<file path="config.mk">
export PLATFORM = sky130hd
export DESIGN_NAME = alu_seq
export DESIGN_NICKNAME = d
export VERILOG_FILES = /design/src/rtl/alu_seq.sv
export SDC_FILE = /design/constraint.sdc
export NUM_CORES = 1
export LEC_CHECK = 0
export BUFFER_PORTS_ARGS = -buffer_cell sky130_fd_sc_hd__buf_2
export CAP_MARGIN = 10
export CORE_MARGIN = 1.5
export CORE_UTILIZATION = 55
export DETAILED_ROUTE_END_ITERATION = 7
export PLACE_DENSITY_LB_ADDON = 0.05
export SETUP_SLACK_MARGIN = 0.05
export SLEW_MARGIN = 10
export SYNTH_ARGS = -nofsm -noshare
export SYNTH_HDL_FRONTEND = slang
export SYNTH_SLANG_ARGS = --single-unit
</file>
<file path="constraint.sdc">
create_clock -name clk -period 4.5 [get_ports clk]
set_input_delay 0.45 -clock clk [delete_from_list [all_inputs] [get_ports clk]]
set_output_delay 0.45 -clock clk [all_outputs]
set_load 0.005 [all_outputs]
</file>
<file path="src/rtl/alu_seq.sv">
// -----------------------------------------------------------------------------
// alu_seq : sequential ALU. Single-cycle base group plus an optional
// multi-cycle multiply/divide group (radix-2 shift-add multiplier and
// restoring divider sharing one working register).
//
// Build option:
//   ALU_SEQ_MEXT_EN  defined   -> multiply/divide group implemented.
//                    undefined -> no M hardware; a mext=1 request completes
//                                 in one cycle with y=0, zero=1, less=0.
//
// Ports:
//   clk        rising-edge clock
//   rst_n      synchronous active-low reset
//   in_valid   request valid            in_ready  accepting (IDLE only)
//   a, b       operands (XLEN)          ctr       4-bit op code
//   mext       1 = multiply/divide group, 0 = base group
//   out_valid  result valid (DONE only) out_ready consumer accepts result
//   y          registered result        zero/less registered flags
//   state_dbg  current FSM state (IDLE=0, CALC=1, DONE=2)
//
// Handshake: a request transfers on a rising edge where in_valid && in_ready;
// operands and ctr are captured on that edge. A result transfers on a rising
// edge where out_valid && out_ready; y/zero/less hold while out_ready=0. The
// block returns to IDLE after the result transfer, so a new request can never
// be accepted in the same cycle a result is delivered.
// -----------------------------------------------------------------------------
module alu_seq #(
  parameter int XLEN = 32
) (
  input  logic            clk,
  input  logic            rst_n,
  input  logic            in_valid,
  output logic            in_ready,
  input  logic [XLEN-1:0] a,
  input  logic [XLEN-1:0] b,
  input  logic [3:0]      ctr,
  input  logic            mext,
  output logic            out_valid,
  input  logic            out_ready,
  output logic [XLEN-1:0] y,
  output logic            zero,
  output logic            less,
  output logic [1:0]      state_dbg
);

  localparam int SHW = $clog2(XLEN);

  localparam logic [1:0] IDLE = 2'd0;
  localparam logic [1:0] CALC = 2'd1;
  localparam logic [1:0] DONE = 2'd2;

  logic [1:0] state;

  assign in_ready  = (state == IDLE);
  assign out_valid = (state == DONE);
  assign state_dbg = state;

  // ---------------------------------------------------------------------------
  // Base group (combinational from the live inputs, registered on acceptance)
  // ---------------------------------------------------------------------------
  logic [XLEN:0]   diff_ext;
  logic [XLEN-1:0] diff;
  logic            ovf;
  logic            base_less;
  logic            use_sub;
  logic [XLEN-1:0] addsub;
  logic [SHW-1:0]  shamt;
  logic [XLEN-1:0] base_y;

  always_comb begin
    diff_ext  = {1'b0, a} - {1'b0, b};
    diff      = diff_ext[XLEN-1:0];
    // Signed overflow of a-b: operands differ in sign and result sign != a.
    ovf       = (a[XLEN-1] ^ b[XLEN-1]) & (a[XLEN-1] ^ diff[XLEN-1]);
    base_less = (ctr[2:0] == 3'b010) ? (diff[XLEN-1] ^ ovf) : diff_ext[XLEN];
    // slt/sltu always subtract so zero reflects a==b for them.
    use_sub   = ctr[3] | (ctr[2:1] == 2'b01);
    addsub    = use_sub ? diff : (a + b);
    shamt     = b[SHW-1:0];
    base_y    = '0;
    case (ctr[2:0])
      3'b000: base_y = addsub;
      3'b001: base_y = a << shamt;
      3'b010,
      3'b011: base_y = {{(XLEN-1){1'b0}}, base_less};
      3'b100: base_y = a ^ b;
      3'b101: base_y = ctr[3] ? XLEN'($signed(a) >>> shamt) : (a >> shamt);
      3'b110: base_y = a | b;
      default: base_y = a & b;
    endcase
  end

`ifdef ALU_SEQ_MEXT_EN
  // ---------------------------------------------------------------------------
  // Multiply/divide group. Both units work on magnitudes; signs are applied
  // to the final iteration's value as it is written into y.
  // w holds {hi, lo}: product {acc, multiplier} or divide {remainder, quotient}.
  // ---------------------------------------------------------------------------
  localparam logic [SHW-1:0]  CNT_LAST = SHW'(XLEN - 1);
  localparam logic [XLEN-1:0] MIN_NEG  = {1'b1, {(XLEN-1){1'b0}}};

  logic [SHW-1:0]    cnt;
  logic [2:0]        op_q;
  logic              neg_q;
  logic              neg_r;
  logic [XLEN-1:0]   d;
  logic [2*XLEN-1:0] w;

  logic              signed_a;
  logic              signed_b;
  logic              a_neg;
  logic              b_neg;
  logic [XLEN-1:0]   abs_a;
  logic [XLEN-1:0]   abs_b;
  logic              div_zero;
  logic              div_ovf;
  logic [XLEN-1:0]   special_y;
  logic [XLEN:0]     mul_sum;
  logic [XLEN:0]     div_shift;
  logic [XLEN:0]     div_trial;
  logic [2*XLEN-1:0] w_next;
  logic [2*XLEN-1:0] prod_fix;
  logic [XLEN-1:0]   q_fix;
  logic [XLEN-1:0]   r_fix;
  logic [XLEN-1:0]   m_y;

  always_comb begin
    signed_a  = (ctr[2:0] == 3'b001) || (ctr[2:0] == 3'b010) ||
                (ctr[2:0] == 3'b100) || (ctr[2:0] == 3'b110);
    signed_b  = (ctr[2:0] == 3'b001) || (ctr[2:0] == 3'b100) ||
                (ctr[2:0] == 3'b110);
    a_neg     = signed_a & a[XLEN-1];
    b_neg     = signed_b & b[XLEN-1];
    abs_a     = a_neg ? (-a) : a;
    abs_b     = b_neg ? (-b) : b;
    div_zero  = ctr[2] && (b == '0);
    div_ovf   = ctr[2] && !ctr[0] && (a == MIN_NEG) && (b == '1);
    // ctr[1] selects rem/remu among the divide ops.
    if (div_zero) special_y = ctr[1] ? a : '1;
    else          special_y = ctr[1] ? '0 : a;

    mul_sum   = {1'b0, w[2*XLEN-1:XLEN]} + (w[0] ? {1'b0, d} : '0);
    div_shift = {w[2*XLEN-1:XLEN], w[XLEN-1]};
    div_trial = div_shift - {1'b0, d};
    if (op_q[2]) begin
      // Borrow out of the trial subtraction means restore the old remainder.
      if (div_trial[XLEN]) w_next = {div_shift[XLEN-1:0], w[XLEN-2:0], 1'b0};
      else                 w_next = {div_trial[XLEN-1:0], w[XLEN-2:0], 1'b1};
    end else begin
      w_next = {mul_sum, w[XLEN-1:1]};
    end

    prod_fix = neg_q ? (-w_next) : w_next;
    q_fix    = neg_q ? (-w_next[XLEN-1:0]) : w_next[XLEN-1:0];
    r_fix    = neg_r ? (-w_next[2*XLEN-1:XLEN]) : w_next[2*XLEN-1:XLEN];
    case (op_q)
      3'b000:  m_y = prod_fix[XLEN-1:0];
      3'b001,
      3'b010,
      3'b011:  m_y = prod_fix[2*XLEN-1:XLEN];
      3'b100,
      3'b101:  m_y = q_fix;
      default: m_y = r_fix;
    endcase
  end
`endif

  // ---------------------------------------------------------------------------
  // FSM and result registers
  // ---------------------------------------------------------------------------
  always_ff @(posedge clk) begin
    if (!rst_n) begin
      state <= IDLE;
      y     <= '0;
      zero  <= 1'b0;
      less  <= 1'b0;
`ifdef ALU_SEQ_MEXT_EN
      cnt   <= '0;
`endif
    end else begin
      case (state)
        IDLE: begin
          if (in_valid) begin
            if (!mext) begin
              y     <= base_y;
              zero  <= (addsub == '0);
              less  <= base_less;
              state <= DONE;
            end else begin
`ifdef ALU_SEQ_MEXT_EN
              if (div_zero || div_ovf) begin
                y     <= special_y;
                zero  <= (special_y == '0);
                less  <= 1'b0;
                state <= DONE;
              end else begin
                cnt   <= '0;
                op_q  <= ctr[2:0];
                neg_q <= a_neg ^ b_neg;
                neg_r <= a_neg;
                d     <= ctr[2] ? abs_b : abs_a;
                w     <= {{XLEN{1'b0}}, (ctr[2] ? abs_a : abs_b)};
                state <= CALC;
              end
`else
              y     <= '0;
              zero  <= 1'b1;
              less  <= 1'b0;
              state <= DONE;
`endif
            end
          end
        end
        CALC: begin
`ifdef ALU_SEQ_MEXT_EN
          w   <= w_next;
          cnt <= cnt + SHW'(1);
          // The last iteration writes its signed-corrected value directly.
          if (cnt == CNT_LAST) begin
            y     <= m_y;
            zero  <= (m_y == '0);
            less  <= 1'b0;
            state <= DONE;
          end
`else
          state <= IDLE;
`endif
        end
        DONE: begin
          if (out_ready) state <= IDLE;
        end
        default: state <= IDLE;
      endcase
    end
  end

endmodule

</file>
==> results.ini, run 1 <==
[clocking]
cts_tree = yes
cts_root_buffer = clkbuf_16
cts_sinks = 35
post-cts-setup-buffers = 0
ctsResizeCount = 0
cts_hold_buf = 0
clk_pin_slew_worst_paths_ns = 0.06
clock_path_buffers = 2
clkLatencyLatePin_ns = 0.28
numCtsBuffers = 5
htreeDepth = 2

[worst_hold_path]
hold_class = input pin to register
whs_path_depth = 2
holdCritStartpoint = in_valid
hold_path_end = state_dbg[1]

[timing]
max_slew.worst_pin.slew_ns = 1.29
min_period_ns = 4.05
skew_ns = 0.00364
tns_ns = 0
setup_viol = 0
rsz0062_at_grt = no
max_freq_mhz = 247
hold_violations = 0
fin_crit_sh_pct = 90.1
slew_headroom_pct = 13.7
finalMaxSlewViolations = 0

[power]
powerDensity_nw_per_um2 = 197
switchingPower_mw = 1.06
p_int_mw = 1.07
clockPowerShare_pct = 19.4
irDropWorstVdd_v = 0.000215
power.share.sequential_pct = 15.6
p_total_mw = 2.13
swShare_pct = 49.7
p_leak_nw = 4.71
pwr-share-comb_pct = 65.0

[cells_and_area]
syn_to_final_growth_pct = 8.67
fillers = 1692
fin_nets = 1679
drive_above_1_share_pct = 14.5

[global_route]
grt_max_degree = 69
gr-total-overflow = 0
grt_usage_pct = 48.0
grt_pass1_wl_microns = 67900
antenna_found_initial = 3
grt_pass1_vias = 11200

[placed_design]
io_buffers = 109
dpl.hpwl_microns = 35500
place_congestion = 1.13

[floorplanning]
core_area_sq_um = 17500
dieWidth_microns = 137
row_count = 48
start_util_pct = 56.7
die_area_sq_um = 18800
ios = 111
dieHeight_microns = 137

[setup_path]
crit_type = input pin to register
path_max_fanout = 10
crit_arrival_ns = 4.26
slowest_stage = fa_1
r2r_cells = 9
crit_chain = buf_2 -> inv_1 -> ha_1 -> or2_4 -> a2111oi_4 -> o31a_4 -> a211oi_4 -> o31a_1 -> o21ai_1 -> a21oi_1 -> nor2_1 -> o21ai_0 -> a21oi_1 -> nor2_1 -> fa_1 -> nand2_1 -> o21ai_0 -> nand2_1 -> o31ai_2
worstReg2RegEnd = zero
endpoint_kind = register
required_ns = 4.71
worst_setup_path_start_kind = input pin
critical_path.max_stage_delay_ns = 0.49
r2r-start = zero
r2r_setup_slack_ns = 1.67

[route]
wl_microns = 45800
drtAntennaViolNets = 0
num_vias = 12400
dr.max_layer_used = met5
first_iter_violations = 1708
wire_per_inst_microns = 26.4
met2_length_microns = 18500
met3_wirelength_microns = 6240
drtPass1Iterations = 6
routed_via_density = 7.16
met1_length_microns = 17800
post-route-drc-count = 0

[synthesis]
ys_seq_area_share_pct = 7.07
syn_inst = 1463
syn_area_sq_um = 9910
synth_edf_count = 0
syn_area_per_cell_sq_um = 6.78
ys_async_sr_fraction_pct = 0
ys_warn_count = 0
ys_seq_elements = 35
yosysUniqueCellTypes = 82
syn_nets = 1636
ys.flop_type = dfxtp_1

[outcome]
status = finished clean

[job]
drv_cap = 0

## state kept, by name, summed over array words and instances (netlist names)
| register | flops |
|---|---|
| y | 32 |
| zero | 1 |
| state_dbg | 1 |
| less | 1 |
## synthesized netlist by cell type, types with 7 or more instances
cell        n  area, sq um
mux4_2     22          495
and2_1      9         56.3
o211ai_1   50          375
o31ai_1    15          113
o21ai_0   154          771
a31oi_1     9         56.3
a21boi_0   25          188
a21o_1     16          120
buf_2      14         70.1
xnor2_1    23          201
o21a_1      9         67.6
a211oi_1   20          150
nand4_1    15         93.8
o221ai_1   19          166
mux2_2     10          113
buf_1      18         67.6
nor2_1    155          582
mux2i_1    59          591
ha_1       97         1210
a221oi_1   10         87.6
nor4_1      9         56.3
nand2b_1   19          119
nand3_1    14         70.1
a222oi_1   10          100
a22o_1     20          175
o22ai_1     7         43.8
o21bai_1    9         67.6
inv_1      92          345
a22oi_1     8         60.1
dfxtp_1    35          701
nor3_1     31          155
or3_1      12         75.1
a21oi_1   128          641
nand2_1   141          529
clkbuf_1   79          297
## worst max-delay path by stage
stage / start / to / slack, ns
2_1_floorplan: b[1] / zero / 0.08
3_3_place_gp: a[0] / zero / 0.28
3_5_place_dp: a[0] / zero / 0.26
4_1_cts: a[0] / zero / 0.53
5_1_grt: a[0] / zero / 0.17
6_report: a[1] / zero / 0.45
## cell usage in the layout, fill, tap and decap left out, types with 12 or more instances in the layout
cell and n:
o211ai_1 50, nor2_1 152, xnor2_1 23, mux2i_1 59, or3_1 12, a22o_1 20
mux4_2 22, buf_2 108, a21o_1 16, a21boi_0 25, ha_1 97, a21oi_1 128
nand2b_1 19, dfxtp_1 35, o31ai_1 15, a211oi_1 20, inv_1 92, nor3_1 31
o221ai_1 19, nand2_1 141, nand4_1 15, buf_4 45, o21ai_0 154, nand3_1 14
## layer usage
metal  track usage [%]  up-vias
met3              11.8      226
met5                 0        -
met1              63.4     5655
met4              27.5        4
li1                  -     5467
met2              70.6     1051
## stage by stage
| stage | utilization (%) | hold slack [ns] | std cells | area, sq um | setup WS, ns |
|---|---|---|---|---|---|
| global route | 61.6 | 0.426 | 1732 | 10800 | 0.167 |
| finish | 61.6 | 0.410 | 1733 | 10800 | 0.447 |
| CTS | 61.6 | 0.413 | 1732 | 10800 | 0.530 |
| floorplan | - | 0.439 | 1463 | 9920 | 0.0826 |
| detailed placement | 60.6 | 0.435 | 1724 | 10600 | 0.255 |
| global placement | 60.6 | 0.428 | 1724 | 10600 | 0.279 |
## kinds of logic (layout without fill, tap and decap cells)
logic type	after synthesis	after routing	synth area share [%]
multiplexers	91	91	12.1
XOR/XNOR	26	26	2.30
flip-flops	35	35	7.07
AO/OA/AOI/OAI	554	554	36.8
other	1	2	0.0378
AND/OR/NAND/NOR	443	443	20.3
adder cells (fa/ha/maj)	100	100	12.8
buffers and inverters	213	257	8.52
## worst max-delay path: cells and delay by family
kind,cells,cell delay (ns)
simple gates,5,0.60
fa+ha+maj,2,0.83
buf+inv,2,0.30
compound gates,10,2.07
## cell type report
class,count,area [sq um],area share (%)
Timing Repair Buffer,153,878,8.15
Clock buffer,6,139,1.29
Multi-Input combinational cell,1215,8380,77.7
Tap cell,225,282,2.61
Sequential cell,35,701,6.50
Clock inverter,2,35.0,0.325
Inverter,96,360,3.34
Antenna cell,1,2.50,0.0232
## power groups by stage
stage                     registers, mW  clock network (mW)  logic [mW]
final                             0.332               0.412        1.38
after global routing              0.334               0.422        1.46
after CTS                         0.331               0.411        1.32
after detailed placement          0.338                   0        1.31
after global placement            0.337                   0        1.30
after floorplan                   0.338                   0       0.872
(Power assumes the default switching activity.)
==> run 2: changes to the inputs <==
==> constraint.sdc (replaced) <==
create_clock -name clk -period 4.45 [get_ports clk]
set_input_delay 0.445 -clock clk [delete_from_list [all_inputs] [get_ports clk]]
set_output_delay 0.445 -clock clk [all_outputs]
set_load 0.005 [all_outputs]
==> run 2 against run 1 <==
Against the previous run:
- the flow now finishes with violations (DRC)
- first-iteration DRC count grew 21%
- combinational power rose by 3%
- final area up 0.43%
- sequential share of layout area hardly changed
- clock power increased by 2%
- sequential power up 1%
- worst hold slack got worse by 0.020 ns
- setup slack lost 0.063 ns
- clock-buffer cell count did not move
- register-to-register slack got worse by 0.22 ns
- die area did not move
==> results.ini, run 2 (synthesis results as in run 1) <==
[route]
num_vias = 12500
first_iter_violations = 2072
wl_microns = 46800
routed_via_density = 7.21
drtAntennaViolNets = 0
post-route-drc-count = 5
wire_per_inst_microns = 26.9
drtPass1Iterations = 8

[job]
drv_cap = 0

[timing]
max_slew.worst_pin.slew_ns = 1.02
skew_ns = 0.00653
fin_crit_sh_pct = 91.4
min_period_ns = 4.07
tns_ns = 0
hold_violations = 0
rsz0062_at_grt = no
setup_viol = 0
finalWorstSetupSlack_ns = 0.384
slew_headroom_pct = 31.7
finalMaxSlewViolations = 0
max_freq_mhz = 246

[setup_path]
crit_type = input pin to register
critical_path.max_stage_delay_ns = 0.67
crit_chain = buf_2 -> inv_1 -> ha_1 -> o211ai_1 -> o21ai_0 -> buf_4 -> o2111ai_1 -> a2111oi_1 -> o21ai_0 -> o31ai_1 -> a21boi_0 -> xnor2_1 -> nor4b_1 -> nand4_1 -> o31ai_2
path_max_fanout = 12
crit_arrival_ns = 4.28
worst_setup_path_start_kind = input pin
endpoint_kind = register
slowest_stage = a2111oi_1
cp_common_cell = o21ai_0
required_ns = 4.66

[clocking]
cts_hold_buf = 0
cts_root_buffer = clkbuf_16
ctsResizeCount = 0
post-cts-setup-buffers = 0
clkLatencyLatePin_ns = 0.29
clk_pin_slew_worst_paths_ns = 0.06
cts_tree = yes
htreeDepth = 2
numCtsBuffers = 5
clock_path_buffers = 2
cts_sinks = 35

[placed_design]
place_congestion = 1.06
io_buffers = 109
dpl.hpwl_microns = 36500
pre_cts_slack_ns = 0.165

[worst_hold_path]
hold_class = input pin to register

[floorplanning]
dieWidth_microns = 137
row_count = 48
dieHeight_microns = 137
start_util_pct = 56.7
ios = 111
die_area_sq_um = 18800
core_area_sq_um = 17500

[global_route]
grt_max_degree = 69
grt_usage_pct = 49.1
grt_pass1_wl_microns = 68800
antenna_found_initial = 1
gr-total-overflow = 0
grt_pass1_vias = 11200

[power]
p_leak_nw = 4.73
irDropWorstVdd_v = 0.000247
powerDensity_nw_per_um2 = 201

[outcome]
status = complete, but fails checks
violations = DRC

[cells_and_area]
final_cell_mix = 154 x o21ai_0, 152 x nor2_1, 141 x nand2_1
final_common_cell = o21ai_0
syn_to_final_growth_pct = 9.14
regMostFlops = y
fillers = 1721
fin_nets = 1683
drive_above_1_share_pct = 14.7
largest_reg_flops = 32

## run 2: cell count changes in the layout (fill, tap and decap cells not counted)
cell	delta
buf_12	+1
diode_2	+1
a2111oi_1	+1
a2111oi_0	-1
buf_4	+3
## run 2: layout make-up
class | count | area, sq um | area share [%]
clock buffer | 6 | 139 | 1.28
antenna | 2 | 5.00 | 0.0463
sequential | 35 | 701 | 6.48
multi-input combinational | 1215 | 8380 | 77.4
clock inverter | 2 | 35.0 | 0.324
inverter | 96 | 360 | 3.33
timing repair buffer | 157 | 921 | 8.51
tap | 225 | 282 | 2.60
## run 2: critical path, delay by kind of cell
kind | cells | cell delay [ns]
compound gates | 8 | 2.22
xor+xnor | 1 | 0.19
fa+ha+maj | 1 | 0.52
buf+inv | 3 | 0.41
simple gates | 2 | 0.48
## run 2: power by group
group / internal, mW / switching (mW)
logic: 0.481 / 0.938
clock network: 0.279 / 0.141
registers: 0.327 / 0.00896
total: 1.09 / 1.09
## run 2: through the flow
step	power [mW]	cells	hold WS, ns	instance area, sq um	util (%)
after detailed placement	1.68	1728	0.447	10600	60.9
after global placement	1.67	1728	0.429	10600	60.9
after CTS	2.10	1736	0.394	10800	61.9
final	2.17	1738	0.390	10800	61.9
after global routing	2.26	1736	0.405	10800	61.9
after floorplan	1.22	1463	0.439	9920	-
## run 2: final timing paths
check	start	to	slack [ns]	cells after the start
setup / recovery	a[5]	zero	0.38	15
hold / removal	in_valid	state_dbg[1]	0.39	2
setup reg to reg	state_dbg[1]	zero	1.45	12
hold reg to reg	y[13]	y[13]	0.46	2
## run 2: per-layer routing
metal	vias up	track usage, %	routed length, microns
met5	-	0	0
met4	0	30.1	3550
met3	208	13.6	6670
met2	1051	71.4	18900
met1	5802	64.1	17700
li1	5475	-	-
